File: config.mk
export PLATFORM = sky130hd
export DESIGN_NAME = chan_mux_scan
export DESIGN_NICKNAME = d
export VERILOG_FILES = /design/src/rtl/chan_mux_scan.sv
export SDC_FILE = /design/constraint.sdc
export NUM_CORES = 1
export LEC_CHECK = 0
export CAP_MARGIN = 30
export CORE_MARGIN = 2
export CORE_UTILIZATION = 35
export DETAILED_ROUTE_END_ITERATION = 10
export HOLD_SLACK_MARGIN = 0.06
export SYNTH_ARGS = -nofsm -noshare
export SYNTH_HDL_FRONTEND = slang
export SYNTH_SLANG_ARGS = --single-unit
File: constraint.sdc
create_clock -name clk -period 2.2 [get_ports clk]
set_input_delay 0.44 -clock clk [delete_from_list [all_inputs] [get_ports clk]]
set_output_delay 0.44 -clock clk [all_outputs]
set_load 0.02 [all_outputs]
File: src/rtl/chan_mux_scan.sv
// Registered N-channel multiplexer with a direct-select mode and a
// round-robin scan mode that dwells DWELL cycles per channel.
module chan_mux_scan #(
    parameter int N     = 4,
    parameter int W     = 1,
    parameter int DWELL = 4
) (
    input  logic                   clk,
    input  logic                   rst,
    input  logic                   mode,
    input  logic [$clog2(N)-1:0]   sel,
    input  logic                   hold,
    input  logic [N*W-1:0]         d,
    output logic [W-1:0]           o,
    output logic [$clog2(N)-1:0]   o_sel,
    output logic                   o_valid,
    output logic                   wrap
);

    localparam int SW = $clog2(N);
    localparam int DW = (DWELL > 1) ? $clog2(DWELL) : 1;
    localparam logic [DW-1:0] DWELL_LAST = DW'(DWELL - 1);
    localparam logic [SW-1:0] CH_LAST    = SW'(N - 1);

    typedef enum logic [1:0] {
        IDLE   = 2'd0,
        DIRECT = 2'd1,
        SCAN   = 2'd2
    } state_t;

    state_t          state_reg, state_next;
    logic [W-1:0]    o_reg, o_next;
    logic [SW-1:0]   o_sel_reg, o_sel_next;
    logic            o_valid_reg, o_valid_next;
    logic            wrap_reg, wrap_next;
    logic            wrap_pend_reg, wrap_pend_next;
    logic [SW-1:0]   cur_reg, cur_next;
    logic [DW-1:0]   dwell_reg, dwell_next;

    logic [W-1:0]    chan [N];

    generate
        for (genvar gi = 0; gi < N; gi++) begin : g_chan
            assign chan[gi] = d[gi*W +: W];
        end
    endgenerate

    always_ff @(posedge clk) begin
        if (rst) begin
            state_reg     <= IDLE;
            o_reg         <= '0;
            o_sel_reg     <= '0;
            o_valid_reg   <= 1'b0;
            wrap_reg      <= 1'b0;
            wrap_pend_reg <= 1'b0;
            cur_reg       <= '0;
            dwell_reg     <= '0;
        end else begin
            state_reg     <= state_next;
            o_reg         <= o_next;
            o_sel_reg     <= o_sel_next;
            o_valid_reg   <= o_valid_next;
            wrap_reg      <= wrap_next;
            wrap_pend_reg <= wrap_pend_next;
            cur_reg       <= cur_next;
            dwell_reg     <= dwell_next;
        end
    end

    // The wrap pulse is delayed one edge so it lines up with the first
    // channel-0 sample rather than the last sample of channel N-1.
    always_comb begin
        state_next     = state_reg;
        o_next         = o_reg;
        o_sel_next     = o_sel_reg;
        o_valid_next   = o_valid_reg;
        wrap_next      = wrap_pend_reg;
        wrap_pend_next = 1'b0;
        cur_next       = cur_reg;
        dwell_next     = dwell_reg;

        case (state_reg)
            IDLE: begin
                state_next   = mode ? SCAN : DIRECT;
                o_valid_next = 1'b0;
                cur_next     = '0;
                dwell_next   = '0;
            end
            DIRECT: begin
                o_next       = chan[sel];
                o_sel_next   = sel;
                o_valid_next = 1'b1;
                cur_next     = '0;
                dwell_next   = '0;
                if (mode) begin
                    state_next = SCAN;
                end
            end
            SCAN: begin
                o_valid_next = 1'b1;
                if (!mode) begin
                    state_next = DIRECT;
                    o_next     = chan[sel];
                    o_sel_next = sel;
                    cur_next   = '0;
                    dwell_next = '0;
                end else begin
                    o_next     = chan[cur_reg];
                    o_sel_next = cur_reg;
                    if (!hold) begin
                        if (dwell_reg == DWELL_LAST) begin
                            dwell_next     = '0;
                            cur_next       = cur_reg + SW'(1);
                            wrap_pend_next = (cur_reg == CH_LAST);
                        end else begin
                            dwell_next = dwell_reg + DW'(1);
                        end
                    end
                end
            end
            default: begin
                state_next   = IDLE;
                o_valid_next = 1'b0;
            end
        endcase
    end

    assign o       = o_reg;
    assign o_sel   = o_sel_reg;
    assign o_valid = o_valid_reg;
    assign wrap    = wrap_reg;

endmodule
==> results_dict.tcl, run 1 <==
set metrics [dict create \
    status "finished clean" \
    multi_input_area_um2 394 \
    drive_above_1_share 0.0879 \
    worstSkewPairLatency_ns 0.27 \
    critPathKind "reg2reg" \
    worst_ep_required_time_ns 2.39 \
    synth_fp_nets 91 \
    grt_max_degree 13 \
    cts_max_level 1 \
    critPathCaptureType "flop" \
    slowest_stage "or4_1" \
    ys_seq_elements 12 \
    hold_path_class "reg2reg" \
    drtIter0Drc 2 \
    cts.sink_count 12 \
    post_synth_num_cell_types 28 \
    via_per_inst 4.94 \
    final_area_um2 857 \
    io_pins 15 \
    synth_edf_count 0 \
    period_share 0.867 \
    power.total_mw 0.901 \
    rows 15 \
    cts_setup_buffers 0 \
    worstPathArrival_ns 2.10 \
    die_x_um 47.1 \
    nets 109 \
    globalRouteOverflowTotal 0 \
    first_pass_iters 3 \
    netlist_instances 74 \
    p_per_area_nw_per_um2 1050 \
    dp_hpwl_um 974 \
    clkTransAtPathRegs_ns 0.08 \
    cp_max_fo 7 \
    grt_pass1_vias 501 \
    synth_area_leaders "dfxtp_1 37%, ha_1 13%, nor2_1 5.8%" \
    tightest_slew_ns 0.457 \
    cpPeakStageDelay_ns 0.53 \
    clock_tree.buffer_depth 2 \
    rsz0062_at_grt "no" \
    whs_ns 0.441 \
    synthFlopType "dfxtp_1" \
    synth_commonest_cells "12 x dfxtp_1, 10 x nor2_1, 7 x ha_1, 6 x nand2_1, 5 x a21oi_1" \
    synthArstFlopShare 0 \
    avgSynthCellArea_um2 8.78 \
    cap_viol_max_count 0 \
    startpoint_type "flop" \
    min_period_ns 1.91 \
    max_slew_margin 0.694 \
    yosysMostFrequentCell "dfxtp_1" \
    grt_use_total 0.139 \
    chipHeight_um 47.1 \
    hold_viol 0 \
    io_buffers 14 \
    fin_tns_setup_ns 0 \
    synth_sequential_area_ratio 0.370 \
    design.core.area_um2 1730 \
    routabilityCongestion 0.763 \
    placed_cell_area_um2 821 \
    seq_area_um2 240 \
    start_util 0.376 \
    fmax_ghz 0.524 \
    drv_slew 0 \
    path_cells "inv_1 > ha_1 > nand2_2 > and3b_1 > or4_1 > a211oi_2" \
    num_vias 573 \
    root_buffer "clkbuf_4" \
    cts.hold.buffers_added 0 \
    cts_tree "yes" \
    synthToLayoutAreaGrowth_pct 32.0 \
    antenna_found_initial 0 \
    dp_cells 112 \
    instances_no_fill 116 \
    setup_viol 0 \
    numCtsBuffers 3 \
    finalClockSkew_ns 0.00165 \
    ir_worst_vdd_mv 0.523 \
    synth_warnings 0 \
    drc 0 \
    wl_um 1260 \
    die_area_um2 2220 \
    cts_resized 0 \
    post_drt_wl_per_cell_um 10.9 \
    diodes 0 \
    synth_area_um2 649 \
    leakagePower_nw 0.353 \
    grt_pass1_wl_um 2160 \
    ant_nets 0 \
    fillers 177 \
    yosysTopAreaCellShare 0.370 \
    synth_top_area_cell "dfxtp_1" \
]
per-stage QoR:
stage / util / setup WS [ns]
after CTS: 0.496 / 0.272
final: 0.496 / 0.292
after detailed placement: 0.475 / 0.133
after global routing: 0.496 / 0.138
after global placement: 0.475 / 0.155
after floorplan: - / 0.441
worst paths after layout:
check                                               start               to  slack, ns  cells past startpoint
worst max-delay path            state_reg[0]$_SDFFE_PP0P_   o$_SDFFE_PP0P_       0.29                      6
worst min-delay path                 wrap_next$_SDFF_PP0_  wrap$_SDFF_PP0_       0.44                      1
worst max register to register  state_reg[0]$_SDFFE_PP0P_   o$_SDFFE_PP0P_       0.29                      6
worst min register to register       wrap_next$_SDFF_PP0_  wrap$_SDFF_PP0_       0.44                      1
layout by cell type, fill, tap and decap left out, types with 2 or more instances in the layout:
| cell | instances |
|---|---|
| inv_1 | 2 |
| nor2b_1 | 4 |
| nand2_1 | 6 |
| a311oi_1 | 3 |
| clkdlybuf4s50_1 | 14 |
| clkbuf_4 | 3 |
| dfxtp_1 | 12 |
| nand3_1 | 4 |
| nor2_1 | 10 |
| mux2i_1 | 3 |
| a21oi_1 | 5 |
| ha_1 | 7 |
final cells by class:
type,count,area share
multi-input cells,58,0.460
flip-flops and latches,12,0.280
repair buffers,15,0.172
clock buffers,4,0.0423
well taps,25,0.0365
inverters,2,0.00876
where the power goes:
part	internal (mW)	switching (mW)
registers	0.266	0.0360
clock network	0.101	0.0749
logic	0.193	0.231
critical path, delay by kind of cell (launching register included):
| kind | cells | cell delay [ns] |
|---|---|---|
| adder cells (fa/ha/maj) | 1 | 0.30 |
| buffers and inverters | 1 | 0.17 |
| AND/OR/NAND/NOR | 3 | 0.80 |
| flip-flops | 1 | 0.33 |
| AO/OA/AOI/OAI | 1 | 0.22 |
per-layer routing:
layer / global-route usage / share of wire / vias up
li1: - / - / 308
met3: 0.0692 / 0.046 / 2
met2: 0.216 / 0.46 / 11
met4: 0.0167 / 0.0063 / 0
met1: 0.179 / 0.49 / 252
met5: 0 / 0 / -
cells by family after synthesis:
logic type               count (synthesis)  synth area share
AO/OA/AOI/OAI                           16             0.179
buffers and inverters                    4            0.0231
multiplexers                             3            0.0462
flip-flops                              12             0.370
adder cells (fa/ha/maj)                  7             0.135
AND/OR/NAND/NOR                         32             0.247
Note: power is estimated with default switching activity, not from simulation.
==> inputs of run 2 (changes only) <==
--- a/config.mk
+++ b/config.mk
@@ -6,8 +6,8 @@
 export NUM_CORES = 1
 export LEC_CHECK = 0
 export CAP_MARGIN = 30
-export CORE_MARGIN = 2
-export CORE_UTILIZATION = 35
+export CORE_MARGIN = 5
+export CORE_UTILIZATION = 34
 export DETAILED_ROUTE_END_ITERATION = 10
 export HOLD_SLACK_MARGIN = 0.06
 export SYNTH_ARGS = -nofsm -noshare
==> results_dict.tcl, run 2 (synthesis gave the netlist of run 1 again) <==
set metrics [dict create \
    dp_cells 112 \
    cts_tree "yes" \
    cts.hold.buffers_added 0 \
    fin_tns_setup_ns 0 \
    startpoint_type "flop" \
    cts_max_level 1 \
    hold_viol 0 \
    grt_max_degree 13 \
    max_slew_margin 0.694 \
    rsz0062_at_grt "no" \
    instances_no_fill 116 \
    grt_pass1_vias 518 \
    globalRouteOverflowTotal 0 \
    status "finished clean" \
    antenna_found_initial 0 \
    finalClockSkew_ns 0.00420 \
    io_pins 15 \
    setup_viol 0 \
    cp_max_fo 7 \
    drv_slew 0 \
    root_buffer "clkbuf_4" \
    worstSkewPairLatency_ns 0.27 \
    layout_commonest_cell "clkdlybuf4s50_1" \
    io_buffers 14 \
    grt_use_total 0.109 \
    chipHeight_um 53.7 \
    clkTransAtPathRegs_ns 0.07 \
    wl_um 1230 \
    critPathCaptureType "flop" \
    fillers 185 \
    clock_tree.buffer_depth 2 \
    num_vias 561 \
    die_area_um2 2880 \
    drive_above_1_share 0.0879 \
    period_share 0.862 \
    worstPathArrival_ns 2.09 \
    critPathKind "reg2reg" \
    layout_common_cells "14 x clkdlybuf4s50_1, 12 x dfxtp_1, 10 x nor2_1, 7 x ha_1, 6 x nand2_1" \
    die_x_um 53.7 \
    fmax_ghz 0.527 \
    first_pass_iters 3 \
    numCtsBuffers 3 \
    cts.sink_count 12 \
    ant_nets 0 \
    via_per_inst 4.84 \
    drc 0 \
    hold_path_class "reg2reg" \
    rows 15 \
    ir_worst_vdd_mv 0.614 \
    min_period_ns 1.90 \
    routabilityCongestion 0.821 \
    nets 109 \
    diodes 0 \
    drtIter0Drc 12 \
    leakagePower_nw 0.353 \
    cts_setup_buffers 0 \
    post_drt_wl_per_cell_um 10.6 \
    cts_resized 0 \
    design.core.area_um2 1760 \
    worst_ep_required_time_ns 2.39 \
    tightest_slew_ns 0.458 \
    p_per_area_nw_per_um2 1040 \
    start_util 0.368 \
    dp_hpwl_um 989 \
    grt_pass1_wl_um 2230 \
    synthToLayoutAreaGrowth_pct 32.0 \
    cap_viol_max_count 0 \
]
-- run 2: cell counts in the layout (fill, tap and decap cells not counted) --
Identical to the previous run, type by type.
-- run 2: path summary, 6_finish.rpt --
| kind | start | end | slack, ns | depth (start not counted) |
|---|---|---|---|---|
| worst max-delay path | state_reg[0]$_SDFFE_PP0P_ | o$_SDFFE_PP0P_ | 0.30 | 6 |
| worst min-delay path | wrap_next$_SDFF_PP0_ | wrap$_SDFF_PP0_ | 0.44 | 1 |
| worst max register to register | state_reg[0]$_SDFFE_PP0P_ | o$_SDFFE_PP0P_ | 0.30 | 6 |
| worst min register to register | wrap_next$_SDFF_PP0_ | wrap$_SDFF_PP0_ | 0.44 | 1 |
-- run 2: worst max-delay path, cell delays in order, from the launching register on --
cell and delay [ns]:
dfxtp_1 0.33, inv_1 0.17, ha_1 0.30, nand2_2 0.11, and3b_1 0.16, or4_1 0.53, a211oi_2 0.21
-- run 2: per-layer routing --
metal	track usage	up-vias	part of all wire
met1	0.130	241	0.46
li1	-	307	-
met2	0.161	11	0.47
met4	0.0511	0	0.0081
met5	0	-	0
met3	0.0526	2	0.058
-- run 2: metrics by stage --
step	util	instance area, µm²	setup slack (ns)	power, mW	hold WS [ns]
after CTS	0.486	857	0.284	0.911	0.445
after detailed placement	0.465	821	0.125	0.732	0.428
after floorplan	-	649	0.441	0.606	0.414
after global routing	0.486	857	0.171	0.982	0.465
final	0.486	857	0.303	0.895	0.438
after global placement	0.465	821	0.155	0.733	0.414
-- run 2: layout make-up --
class,instances,area (µm²),share of cell area
multi-input cells,58,394,0.460
flip-flops and latches,12,240,0.280
repair buffers,15,148,0.172
clock buffers,4,36.3,0.0423
well taps,25,31.3,0.0365
inverters,2,7.51,0.00876
-- run 2: power breakdown --
group | internal [mW] | switching, mW
clock | 0.101 | 0.0689
sequential | 0.266 | 0.0352
combinational | 0.194 | 0.231
total | 0.560 | 0.335
